[src/rtl/serial_borrow_subtractor.sv]
// Bit-serial N-bit subtractor: diff = a - b - bin, one full-subtractor cell, LSB first.
// Latency: start accepted at edge 0 -> busy cycles 1..N -> done pulse in cycle N+1.
// Backpressure: none; start is ignored while busy, and a back-to-back start is taken in DONE.
//
// Ports:
//   clk_i    clock, all state on rising edge
//   rst_i    synchronous active-high reset (aborts any operation in flight)
//   start_i  request; a_i/b_i/bin_i are sampled when it is accepted (IDLE or DONE)
//   a_i      minuend, N bits
//   b_i      subtrahend, N bits
//   bin_i    borrow-in, subtracted at bit 0
//   busy_o   high while bits are being processed
//   done_o   one-cycle pulse; diff_o/bout_o valid from this cycle on
//   diff_o   (a - b - bin) mod 2^N, held until the next done or reset
//   bout_o   unsigned borrow-out, 1 iff a < b + bin
module serial_borrow_subtractor #(
   parameter int N = 8
) (
   input  logic         clk_i,
   input  logic         rst_i,
   input  logic         start_i,
   input  logic [N-1:0] a_i,
   input  logic [N-1:0] b_i,
   input  logic         bin_i,
   output logic         busy_o,
   output logic         done_o,
   output logic [N-1:0] diff_o,
   output logic         bout_o
);

   // Counter needs at least one bit so N=1 still elaborates.
   localparam int            CW   = (N > 1) ? $clog2(N) : 1;
   localparam logic [CW-1:0] LAST = CW'(N - 1);

   typedef enum logic [1:0] {
      IDLE = 2'd0,
      RUN  = 2'd1,
      DONE = 2'd2
   } state_t;

   state_t        state_q, state_d;
   logic [N-1:0]  a_q, a_d;
   logic [N-1:0]  b_q, b_d;
   logic [N-1:0]  res_q, res_d;
   logic          br_q, br_d;
   logic [CW-1:0] cnt_q, cnt_d;
   logic          busy_q, busy_d;
   logic          done_q, done_d;
   logic [N-1:0]  diff_q, diff_d;
   logic          bout_q, bout_d;

   // Full-subtractor cell on the current LSBs.
   logic          abit, bbit;
   logic          d_bit;
   logic          br_nxt;
   logic [N-1:0]  d_vec;
   logic [N-1:0]  res_shift;

   always_comb begin
      abit   = a_q[0];
      bbit   = b_q[0];
      d_bit  = abit ^ bbit ^ br_q;
      br_nxt = (~abit & bbit) | (~(abit ^ bbit) & br_q);
      // Result fills from the MSB side so that after N shifts bit 0 sits at index 0.
      // Built with a shift/or rather than a slice so N=1 needs no special case.
      d_vec        = '0;
      d_vec[N-1]   = d_bit;
      res_shift    = (res_q >> 1) | d_vec;
   end

   always_comb begin
      state_d = state_q;
      a_d     = a_q;
      b_d     = b_q;
      res_d   = res_q;
      br_d    = br_q;
      cnt_d   = cnt_q;
      busy_d  = busy_q;
      done_d  = 1'b0;
      diff_d  = diff_q;
      bout_d  = bout_q;

      case (state_q)
         IDLE, DONE: begin
            busy_d  = 1'b0;
            state_d = IDLE;
            if (start_i) begin
               a_d     = a_i;
               b_d     = b_i;
               br_d    = bin_i;
               res_d   = '0;
               cnt_d   = '0;
               busy_d  = 1'b1;
               state_d = RUN;
            end
         end
         RUN: begin
            a_d   = a_q >> 1;
            b_d   = b_q >> 1;
            res_d = res_shift;
            br_d  = br_nxt;
            if (cnt_q == LAST) begin
               // Publish on the edge into DONE so outputs are valid with the pulse.
               state_d = DONE;
               busy_d  = 1'b0;
               done_d  = 1'b1;
               diff_d  = res_shift;
               bout_d  = br_nxt;
            end else begin
               cnt_d = cnt_q + CW'(1);
            end
         end
         default: begin
            state_d = IDLE;
            busy_d  = 1'b0;
         end
      endcase
   end

   always_ff @(posedge clk_i) begin
      if (rst_i) begin
         state_q <= IDLE;
         a_q     <= '0;
         b_q     <= '0;
         res_q   <= '0;
         br_q    <= 1'b0;
         cnt_q   <= '0;
         busy_q  <= 1'b0;
         done_q  <= 1'b0;
         diff_q  <= '0;
         bout_q  <= 1'b0;
      end else begin
         state_q <= state_d;
         a_q     <= a_d;
         b_q     <= b_d;
         res_q   <= res_d;
         br_q    <= br_d;
         cnt_q   <= cnt_d;
         busy_q  <= busy_d;
         done_q  <= done_d;
         diff_q  <= diff_d;
         bout_q  <= bout_d;
      end
   end

   assign busy_o = busy_q;
   assign done_o = done_q;
   assign diff_o = diff_q;
   assign bout_o = bout_q;

endmodule

[config.mk]
export PLATFORM = sky130hd
export DESIGN_NAME = serial_borrow_subtractor
export DESIGN_NICKNAME = d
export VERILOG_FILES = /design/src/rtl/serial_borrow_subtractor.sv
export SDC_FILE = /design/constraint.sdc
export NUM_CORES = 1
export LEC_CHECK = 0
export BUFFER_PORTS_ARGS = -buffer_cell sky130_fd_sc_hd__buf_2
export CORE_MARGIN = 8
export CORE_UTILIZATION = 25
export DETAILED_ROUTE_END_ITERATION = 8
export SLEW_MARGIN = 5
export SYNTH_ARGS = -nofsm -noshare
export SYNTH_HDL_FRONTEND = slang
export SYNTH_SLANG_ARGS = --single-unit
[constraint.sdc]
create_clock -name clk_i -period 3 [get_ports clk_i]
set_input_delay 0.6 -clock clk_i [delete_from_list [all_inputs] [get_ports clk_i]]
set_output_delay 0.6 -clock clk_i [all_outputs]
set_load 0.01 [all_outputs]
======== Word-level counts from Yosys, hierarchy flattened ========
Index checks and enable logic that the tools add are counted.
Widths: inputs -> output; s select.
storage, ports and cells
  bits in registers ....................... 41
  input port bits ......................... 20
  output and inout bits ................... 11
  logic and storage cells ................. 51
operators by class
  add/subtract/negate cells ............... 1
  eq/ne operators ......................... 6
  muxes and demuxes ....................... 18
  bitwise logic cells ..................... 9
  reductions and logical operators ........ 7
operators by type and width
  cell                 count
  $pmux 8 s2           3
  $mux 8               3
  $or 7x8->8           1
  $mux 3               2
  $ne 2x2->1 const B   3
  $pmux 3 s2           1
  $mux 1               5
  $pmux 1 s2           2
  $pmux 2 s2           1
  $reduce_and 2->1     2
  $reduce_or 2->1      2
  $add 3x1->3 const B  1
  $eq 3x3->1 const B   1
  $not 1->1            3
  $reduce_and 3->1     1
  $and 1x1->1          2
  $eq 2x1->1 const B   1
  $eq 2x2->1 const B   1
  $logic_not 2->1      1
  $mux 2               1
  $reduce_bool 2->1    1
  $xor 1x1->1          2
  $or 1x1->1           1

======== Logic depth before layout (Yosys ltp) ========
Gate-level depths: netlist of run 1.
  depth in word-level cells ............... 5
  depth in mapped cells ................... 5
  mapped depth without buffers ............ 5

======== Least setup slack after synthesis of run 1 ========
No wires, ideal clock.
  kind .................................... input -> register
  start point ............................. input start_i
  end point ............................... register a_q[4]
  setup time .............................. 0.088 ns
  data arrival time ....................... 1.292 ns
  required time ........................... 2.912 ns
  slack ................................... 1.620 ns
  stages on the path ...................... 5
  path buffers ............................ 2
  path through ............................ nor2b_1 -> buf_2 -> buf_6 -> nand2_1 -> a311oi_2
between the ends
  cells in the longest elaborated chain, start to end .. 2
RTL lines
  item                        line  text
  from (decl)                 21    input logic start_i,
  $ne 2x2->1 (no line)        n/a
  $reduce_and 2->1 (no line)  n/a
  to (signal assigned)        123   a_q <= '0;
  to (signal assigned)        134   a_q <= a_d;
  to (decl)                   42    logic [N-1:0] a_q, a_d;
No other way between the ends.
A chain may end at the register's enable or synchronous reset.

======== Final worst setup path of run 1 ========
  start point ............................. register cnt_q[0]
  end point ............................... register diff_q[6], in the netlist diff_o[6]
between the ends
  cells in the longest elaborated chain, start to end .. 2
RTL lines
  item                        line  text
  from (decl)                 46    logic [CW-1:0] cnt_q, cnt_d;
  from (signal assigned)      138   cnt_q <= cnt_d;
  $eq 3x3->1                  102   if (cnt_q == LAST) begin
  $reduce_and 2->1 (no line)  n/a
  to (signal assigned)        141   diff_q <= diff_d;
  to (decl)                   49    logic [N-1:0] diff_q, diff_d;
No other way between the ends.

==> results.cfg, run 1 <==
[clocking]
post_cts_resized = 0
clock-root-buffer = clkbuf_8
clock_latency_ps = 290
cts_buffers = 5
cts_hold_buffers = 0
clkTransAtPathRegs_ps = 90
cts_buffer_depth = 2
clock-sinks = 40
htree_levels = 2
post-cts-setup-buffers = 0
cts_tree = yes

[drt]
wl_per_cell_um = 12.8
ant_nets = 0
vias = 1376
viasPerCell = 4.63
firstDrtPassIters = 4
drt_iter0_markers = 148
routed_wl_um = 3790
drcViolationCount = 0

[synth]
synth_edf_count = 0
synth-simple-area-share_pct = 24.3
syn_area_per_cell_um2 = 8.49
muxShareOfSynthArea_pct = 0
synth_area_leaders = dfxtp_1 (49%), nand2_1 (11%), a21oi_1 (7.3%)
syn_area_mm2 = 0.00165
synth_top_area_share_pct = 48.6
synth-compound-area-share_pct = 18.1
yosysSeqAreaShare_pct = 48.6
synth-seq-cells = 40
synth_top_flop_cell = dfxtp_1
synthesis.nets = 217
synth_area_leader_cell = dfxtp_1
synth_warnings = 0
synthAdderAreaFrac_pct = 2.74
synthTopCellsByCount = nand2_1 (47), dfxtp_1 (40), a21oi_1 (24)
yosysMostFrequentCell = nand2_1
synth_top_family_by_area = simple AND/OR/NAND/NOR gates
synthArstFlopShare_pct = 0
netlist_instances = 194
synthDistinctLibCells = 20
synth_xor_area_share_pct = 0

[grt]
grtUsageTotal_pct = 8.16
grt_pass1_vias = 1303
antenna_found_initial = 0
grt_pass1_wl_um = 6410
grt_remaining_overflow = 0
grt_max_degree = 41

[worst_setup_path]
worstSetupEndpointType = flop
startpoint_type = flop
reg2reg_from = cnt_q[0]
crit_end = diff_o[6]
slowest_stage = ha_1
critPathMaxStageDelay_ps = 420
worstSetupPathType = flop to flop
reg2reg_depth = 5
crit_path_max_fanout = 13
r2r_slack_ps = 1250
path_common_cell = ha_1
startpoint = cnt_q[0]
crit_arrival_ps = 1890
critPathRequiredTime_ps = 3140
cp_cell_sequence = ha_1, ha_1, nand3b_1, nand2_1, a21oi_1
rr_endpoint = diff_o[6]

[placed_design]
port-buffer-count = 30
pre_cts_ws_ps = 943
place_congestion = 0.713
hpwlAfterDp_um = 2560

[timing]
finalClockSkew_ps = 9.10
fmax_mhz = 571
grt_setup_unrepaired = no
fin_setup_tns_ps = 0
setup_viol = 0
period_share_pct = 58.4
layout_setup_ws_ps = 1250
slew_viol_final = 0
maxSlewHeadroom_pct = 46.2
hold_viol_final = 0
min_period_ps = 1750
worst_pin_slew_ps = 807

[layout]
seq_area_um2 = 801
diodes = 0
drive_gt1_share_pct = 21.8
areaGrowthSynthToFinish_pct = 17.8
multi_input_area_um2 = 743
final_nets = 242
fillers = 689

[floorplan]
die_w_um = 97.2
dieArea_mm2 = 0.00944
io-pin-count = 31
die_h_um = 97.2
start_util_pct = 25.9
coreArea_mm2 = 0.00635
rows = 29

[worst_hold_path]
hold_class = flop to flop

[run_status]
status = finished clean

[power_and_ir_drop]
p_per_area_mw_per_mm2 = 587
p_leak_nw = 0.745
peakVddDrop_v = 0.000222

[flow_run]
maxCapViolCount = 0
## layout make-up
type,count,share of cell area [%]
multi-input cells,136,38.3
clock buffers,5,3.55
clock inverters,3,2.19
well taps,77,4.97
inverters,2,0.387
repair buffers,34,9.29
flip-flops and latches,40,41.3
## metrics by stage
step / std cells / util [%] / hold slack, ps / area, um2 / total power, mW
floorplan: 194 / - / 444 / 1650 / 0.681
CTS: 297 / 30.5 / 457 / 1940 / 1.15
global route: 297 / 30.5 / 475 / 1940 / 1.20
global placement: 289 / 28.8 / 442 / 1830 / 0.709
finish: 297 / 30.5 / 455 / 1940 / 1.14
detailed placement: 289 / 28.8 / 445 / 1830 / 0.711
## metal layers
metal | vias to the layer above | wire length (um) | part of all wire, % | GRT usage [%]
met1 | 631 | 1940 | 51 | 10.9
met3 | 5 | 147 | 3.9 | 2.42
met2 | 27 | 1650 | 44 | 11.7
met5 | - | 0 | 0 | 0
li1 | 713 | - | - | -
met4 | 0 | 49 | 1.3 | 3.55
## placed cells by master, fill, tap and decap left out
master	count
nand2_1	47
dfxtp_1	40
buf_2	30
a21oi_1	24
nand3_1	21
nor2_1	17
a311oi_1	9
a311oi_2	6
clkbuf_8	5
buf_4	4
nand2b_1	3
inv_1	2
nor2b_1	2
ha_1	2
nand3b_1	1
a2bb2oi_1	1
nor3b_1	1
or3b_1	1
fa_1	1
clkinvlp_4	1
bufinv_16	1
clkinv_2	1
## worst min-delay path by stage
stage / start / end / slack, ps / cells after the start
2_1_floorplan: res_q[1] / diff_o[0] / 440 / 2
3_3_place_gp: diff_o[0] / diff_o[0] / 440 / 2
3_5_place_dp: diff_o[3] / diff_o[3] / 440 / 2
4_1_cts: diff_o[3] / diff_o[3] / 460 / 2
5_1_grt: diff_o[5] / diff_o[5] / 470 / 2
6_report: diff_o[2] / diff_o[2] / 460 / 2
## flip-flops by register name (all words and copies together) (netlist names), 2 cells and up
name     count
diff_o       8
b_q          8
a_q          8
state_q      2
cnt_q        3
res_q        7
## kinds of logic after synthesis
family                   after synthesis
AO/OA/AOI/OAI                         40
buffers and inverters                 18
AND/OR/NAND/NOR                       93
adder cells (fa/ha/maj)                3
flip-flops                            40
## critical path, delay by kind of cell, from the launching register on
family | cells | cell delay [ps]
AO/OA/AOI/OAI | 1 | 70
adder cells (fa/ha/maj) | 2 | 570
flip-flops | 1 | 350
AND/OR/NAND/NOR | 2 | 600
## where the power goes
group / total, mW / internal (mW) / leakage (nW) / switching (mW)
combinational: 0.125 / 0.0491 / 0.365 / 0.0759
clock: 0.441 / 0.246 / 0.0541 / 0.195
sequential: 0.572 / 0.557 / 0.327 / 0.0149
total: 1.14 / 0.852 / 0.746 / 0.286
(Power assumes the default switching activity.)
==> run 2: changes to the inputs <==
--- a/config.mk
+++ b/config.mk
@@ -5,6 +5,7 @@
 export SDC_FILE = /design/constraint.sdc
 export NUM_CORES = 1
 export LEC_CHECK = 0
+export ABC_AREA = 1
 export BUFFER_PORTS_ARGS = -buffer_cell sky130_fd_sc_hd__buf_2
 export CORE_MARGIN = 8
 export CORE_UTILIZATION = 25
==> constraint.sdc (replaced) <==
create_clock -name clk_i -period 1.8 [get_ports clk_i]
set_input_delay 0.36 -clock clk_i [delete_from_list [all_inputs] [get_ports clk_i]]
set_output_delay 0.36 -clock clk_i [all_outputs]
set_load 0.01 [all_outputs]
==> run 2 against run 1 <==
Compared with the run above: clock skew down 0.94 ps; critical path type unchanged; die area increased by 5.4%; sequential power is 67% higher; largest cell class unchanged; wire length grew 1.2%; area after synthesis grew 6.5%; sequential share of layout area down 3.1 points; worst hold slack worse by 160 ps.
==> results.cfg, run 2 <==
[run_status]
status = finished clean

[clocking]
cts_buffers = 5
cts_hold_buffers = 0
post-cts-setup-buffers = 0
clock-root-buffer = clkbuf_8
clock-sinks = 40
clkTransAtPathRegs_ps = 80
clock_latency_ps = 290
htree_levels = 2
post_cts_resized = 0
cts_tree = yes
cts_buffer_depth = 2

[timing]
period_share_pct = 77.6
finalClockSkew_ps = 8.16
fin_setup_tns_ps = 0
hold_viol_final = 0
setup_viol = 0
grt_setup_unrepaired = no
fmax_mhz = 716
slew_viol_final = 0
worst_pin_slew_ps = 492
maxSlewHeadroom_pct = 67.1
min_period_ps = 1400

[worst_hold_path]
hold_class = input port to flop

[worst_setup_path]
startpoint_type = flop
slowest_stage = dfxtp_1
cp_cell_sequence = ha_1, ha_1, inv_1, nand3_1, a21oi_1, nor2_1
crit_arrival_ps = 1580
worstSetupEndpointType = flop
crit_path_max_fanout = 7
path_common_cell = ha_1
critPathRequiredTime_ps = 1980
worstSetupPathType = flop to flop
critPathMaxStageDelay_ps = 320

[flow_run]
maxCapViolCount = 0

[power_and_ir_drop]
power_mw = 1.97
p_leak_nw = 0.946
p_per_area_mw_per_mm2 = 939
peakVddDrop_v = 0.000311

[synth]
netlist_instances = 238
syn_area_per_cell_um2 = 7.37
synth_area_leaders = dfxtp_1 (46%), nand3_1 (15%), nand2_1 (9.4%)
synthArstFlopShare_pct = 0
synth_edf_count = 0
synth_top_flop_cell = dfxtp_1
synthTopCellsByCount = nand3_1 (52), nand2_1 (44), dfxtp_1 (40)
yosysSeqAreaShare_pct = 45.6
synth_warnings = 0
synthesis.nets = 261
yosysMostFrequentCell = nand3_1
synth-seq-cells = 40
synth_top_area_share_pct = 45.6
synth_area_leader_cell = dfxtp_1
syn_area_mm2 = 0.00175
synthDistinctLibCells = 21

[grt]
grt_pass1_vias = 1458
grt_max_degree = 30
use_met2_pct = 12.6
antenna_found_initial = 0
grt_pass1_wl_um = 6690
grt-busiest-layer = met2
grtUsageTotal_pct = 8.20
grt_use_met3_pct = 3.00
grt_use_met1_pct = 9.84
grt_remaining_overflow = 0

[floorplan]
coreArea_mm2 = 0.00679
dieArea_mm2 = 0.00995
die_w_um = 99.8
rows = 30
die_h_um = 99.8
io-pin-count = 31
start_util_pct = 25.8

[drt]
drt_iter0_markers = 92
routed_wl_um = 3840
drcViolationCount = 0
ant_nets = 0
wl_per_cell_um = 10.6
vias = 1537
firstDrtPassIters = 6
viasPerCell = 4.22

[placed_design]
port-buffer-count = 30
dp_cells = 356
hpwlAfterDp_um = 2720
place_congestion = 0.739

[layout]
drive_gt1_share_pct = 18.3
stdcell_count = 364
areaGrowthSynthToFinish_pct = 19.4
diodes = 0
layout_commonest_cell = nand3_1
fillers = 736
layout_common_cells = nand3_1 (52), nand2_1 (44), dfxtp_1 (40)
final_nets = 290
-- run 2: cell types whose count changed after synthesis, sizes merged, moves of 5 or more --
cell and change:
inv +26, a311oi -15, nor2 +6, nand3 +31, clkbuf -5, nor3 +14
a21oi -9
-- run 2: report_power, final --
part           internal [mW]  switching (mW)
Clock                  0.410           0.316
Combinational          0.112           0.171
Sequential             0.936          0.0208
Total                   1.46           0.508
-- run 2: layer usage --
| metal | vias to the layer above | part of all wire (%) |
|---|---|---|
| li1 | 818 | - |
| met1 | 682 | 49 |
| met2 | 31 | 42 |
| met3 | 6 | 6.4 |
| met4 | 0 | 1.9 |
| met5 | - | 0 |
-- run 2: worst paths after layout --
check	startpoint	to	slack, ps	depth (start not counted)
hold reg to reg	res_q[4]	diff_o[3]	470	2
setup reg to reg	cnt_q[0]	cnt_q[1]	400	6
setup / recovery	cnt_q[0]	cnt_q[1]	400	6
hold / removal	b_i[4]	b_q[4]	300	3
-- run 2: cell type report --
type / count / area, um2 / share of cell area (%)
clock inverters: 3 / 42.5 / 2.03
well taps: 96 / 120 / 5.73
clock buffers: 5 / 68.8 / 3.29
repair buffers: 35 / 213 / 10.2
multi-input cells: 156 / 741 / 35.4
flip-flops and latches: 40 / 801 / 38.2
inverters: 29 / 109 / 5.20
-- run 2: through the flow --
stage          setup slack (ps)  hold slack, ps  cell area, um2  utilization [%]
2_1_floorplan               550             429            1750                -
3_3_place_gp                469             451            1980             29.2
3_5_place_dp                400             452            1980             29.2
4_1_cts                     394             290            2090             30.8
5_1_grt                     250             308            2090             30.8
6_report                    403             295            2090             30.8
-- run 2: cells by family (layout without fill, tap and decap cells) --
logic type / Yosys count / count (layout) / synth area share (%)
buffers and inverters: 42 / 72 / 12.1
and+or+nand+nor: 137 / 137 / 35.1
AOI/OAI and AO/OA: 16 / 16 / 4.56
adders and majority gates: 3 / 3 / 2.57
DFF: 40 / 40 / 45.6
-- run 2: worst max-delay path: cells and delay by family (launching register included) --
family / cells / cell delay (ps)
adder cells (fa/ha/maj): 2 / 420
flip-flops: 1 / 320
AND/OR/NAND/NOR: 2 / 270
AO/OA/AOI/OAI: 1 / 200
buffers and inverters: 1 / 90
==> run 3: changes to the inputs <==
==> constraint.sdc (replaced) <==
create_clock -name clk_i -period 1.3 [get_ports clk_i]
set_input_delay 0.26 -clock clk_i [delete_from_list [all_inputs] [get_ports clk_i]]
set_output_delay 0.26 -clock clk_i [all_outputs]
set_load 0.01 [all_outputs]
==> run 3 against run 2 <==
Compared with the run above: die area stayed put; non-clock buffer count is 6 higher; power is 33% higher; sequential share of layout area is 1.3 points lower; clock power is 16% higher; setup slack worse by 320 ps; register-to-register slack worse by 320 ps; critical path depth is 3 lower; design area is 3.7% higher; flip-flop and latch count stayed put; critical path type unchanged.
==> results.cfg, run 3 (synthesis results as in run 2) <==
[timing]
hold_viol_final = 0
slew_viol_final = 0
setup_viol = 0
layout_setup_ws_ps = 81.7
fin_setup_tns_ps = 0
holdWs_ps = 203
worst_pin_slew_ps = 195
fmax_mhz = 821
finalClockSkew_ps = 3.26
maxSlewHeadroom_pct = 86.9
period_share_pct = 93.7
min_period_ps = 1220

[floorplan]
io-pin-count = 31
die_h_um = 99.8
dieArea_mm2 = 0.00995
coreArea_mm2 = 0.00679
start_util_pct = 25.8
die_w_um = 99.8
rows = 30

[worst_setup_path]
worstSetupPathType = flop to flop
worstSetupEndpointType = flop
r2r_slack_ps = 80
crit_end = res_q[7]
cp_cell_sequence = fa_1, nand2_1, a21oi_1
cp_top_family = adder cells
reg2reg_depth = 3
critPathRequiredTime_ps = 1510
crit_arrival_ps = 1430
crit_cells = 3
reg2reg_from = a_q[0]
critPathMaxStageDelay_ps = 580
startpoint_type = flop
slowest_stage = fa_1
startpoint = a_q[0]
crit_path_max_fanout = 2
critPathBufInv = 0
rr_endpoint = res_q[7]

[drt]
routed_wl_um = 4070
wl_per_cell_um = 11.0
viasPerCell = 4.30
drt_iter0_markers = 136
vias = 1592
ant_nets = 0
firstDrtPassIters = 5
drcViolationCount = 0

[layout]
drive_gt1_share_pct = 22.6
layout_commonest_cell = nand3_1
layout_common_cells = nand3_1 (51), nand2_1 (44), dfxtp_1 (39)
seq_area_um2 = 802
areaGrowthSynthToFinish_pct = 23.8
post-route-util_pct = 32.0
fillers = 749
final_nets = 296
diodes = 0
multi_input_area_um2 = 779
stdcell_count = 370

[placed_design]
hpwlAfterDp_um = 2760
port-buffer-count = 30
pre_cts_ws_ps = -76.0
place_congestion = 0.739
dp_cells = 361

[power_and_ir_drop]
swShare_pct = 26.5
power.switching_uw = 693
p_per_area_mw_per_mm2 = 1200
peakVddDrop_v = 0.000369
p_int_mw = 1.92
pwr-share-comb_pct = 16.9
p_seq_share_pct = 50.9
pwr-share-clk_pct = 32.2
p_leak_nw = 0.976

[flow_run]
maxCapViolCount = 0

[clocking]
clock-sinks = 40
clkTransAtPathRegs_ps = 70
clock_latency_ps = 280
cts_buffer_depth = 2
htree_levels = 2
cts_buffers = 5
clock-root-buffer = clkbuf_8
cts_tree = yes
cts_hold_buffers = 0

[worst_hold_path]
hold_class = input port to flop
worstHoldStart = a_i[1]

[grt]
grt_pass1_wl_um = 7240
grt_remaining_overflow = 0
antenna_found_initial = 0
grtUsageTotal_pct = 8.88
grt_pass1_vias = 1552
grt_max_degree = 33

[run_status]
status = finished clean
==> run 3: cell count changes in the layout (fill, tap and decap cells not counted), sizes merged <==
cell / change
clkinv: -1
buf: +6
clkinvlp: -1
clkbuf: +3
bufinv: -1
==> run 3: layout make-up <==
class / instances / area share [%]
multi-input combinational: 156 / 35.9
inverter: 29 / 5.07
timing repair buffer: 41 / 12.4
clock buffer: 8 / 4.15
sequential: 40 / 36.9
tap: 96 / 5.53
==> run 3: stage by stage <==
step	power [mW]	instance area (um2)
after floorplan	1.66	1750
after global placement	1.77	2030
after detailed placement	1.77	2030
after CTS	2.62	2140
after global routing	2.76	2170
final	2.61	2170
==> run 3: timing repair <==
action                     4_1_cts  5_1_grt
pin swaps                        0        2
setup endpoints to repair       10       29
resized for setup                3        8
setup buffers                    0        1
==> run 3: worst min-delay path by stage <==
stage,end,slack (ps),cells past startpoint
after detailed placement,diff_o[2],460,2
after CTS,b_q[4],200,3
after global placement,diff_o[0],450,2
after global routing,a_q[3],200,3
after floorplan,diff_o[0],330,1
final,a_q[1],200,3
==> run 3: worst min-delay path, cell delays in order <==
cell and delay, ps:
buf_2 70, nor3_1 40, nor2_1 80
==> run 3: routing by layer <==
layer  share of wire (%)  track usage [%]
met3                 5.5             3.00
met2                  44             13.5
met4                 1.9             3.84
met1                  49             11.1
met5                   0                0
==> run 3: power groups by stage <==
| stage | Combinational, mW | Sequential [mW] | Clock [mW] |
|---|---|---|---|
| after floorplan | 0.310 | 1.35 | 0 |
| final | 0.441 | 1.33 | 0.842 |
| after global placement | 0.413 | 1.35 | 0 |
| after CTS | 0.422 | 1.33 | 0.869 |
| after global routing | 0.509 | 1.34 | 0.917 |
| after detailed placement | 0.416 | 1.35 | 0 |
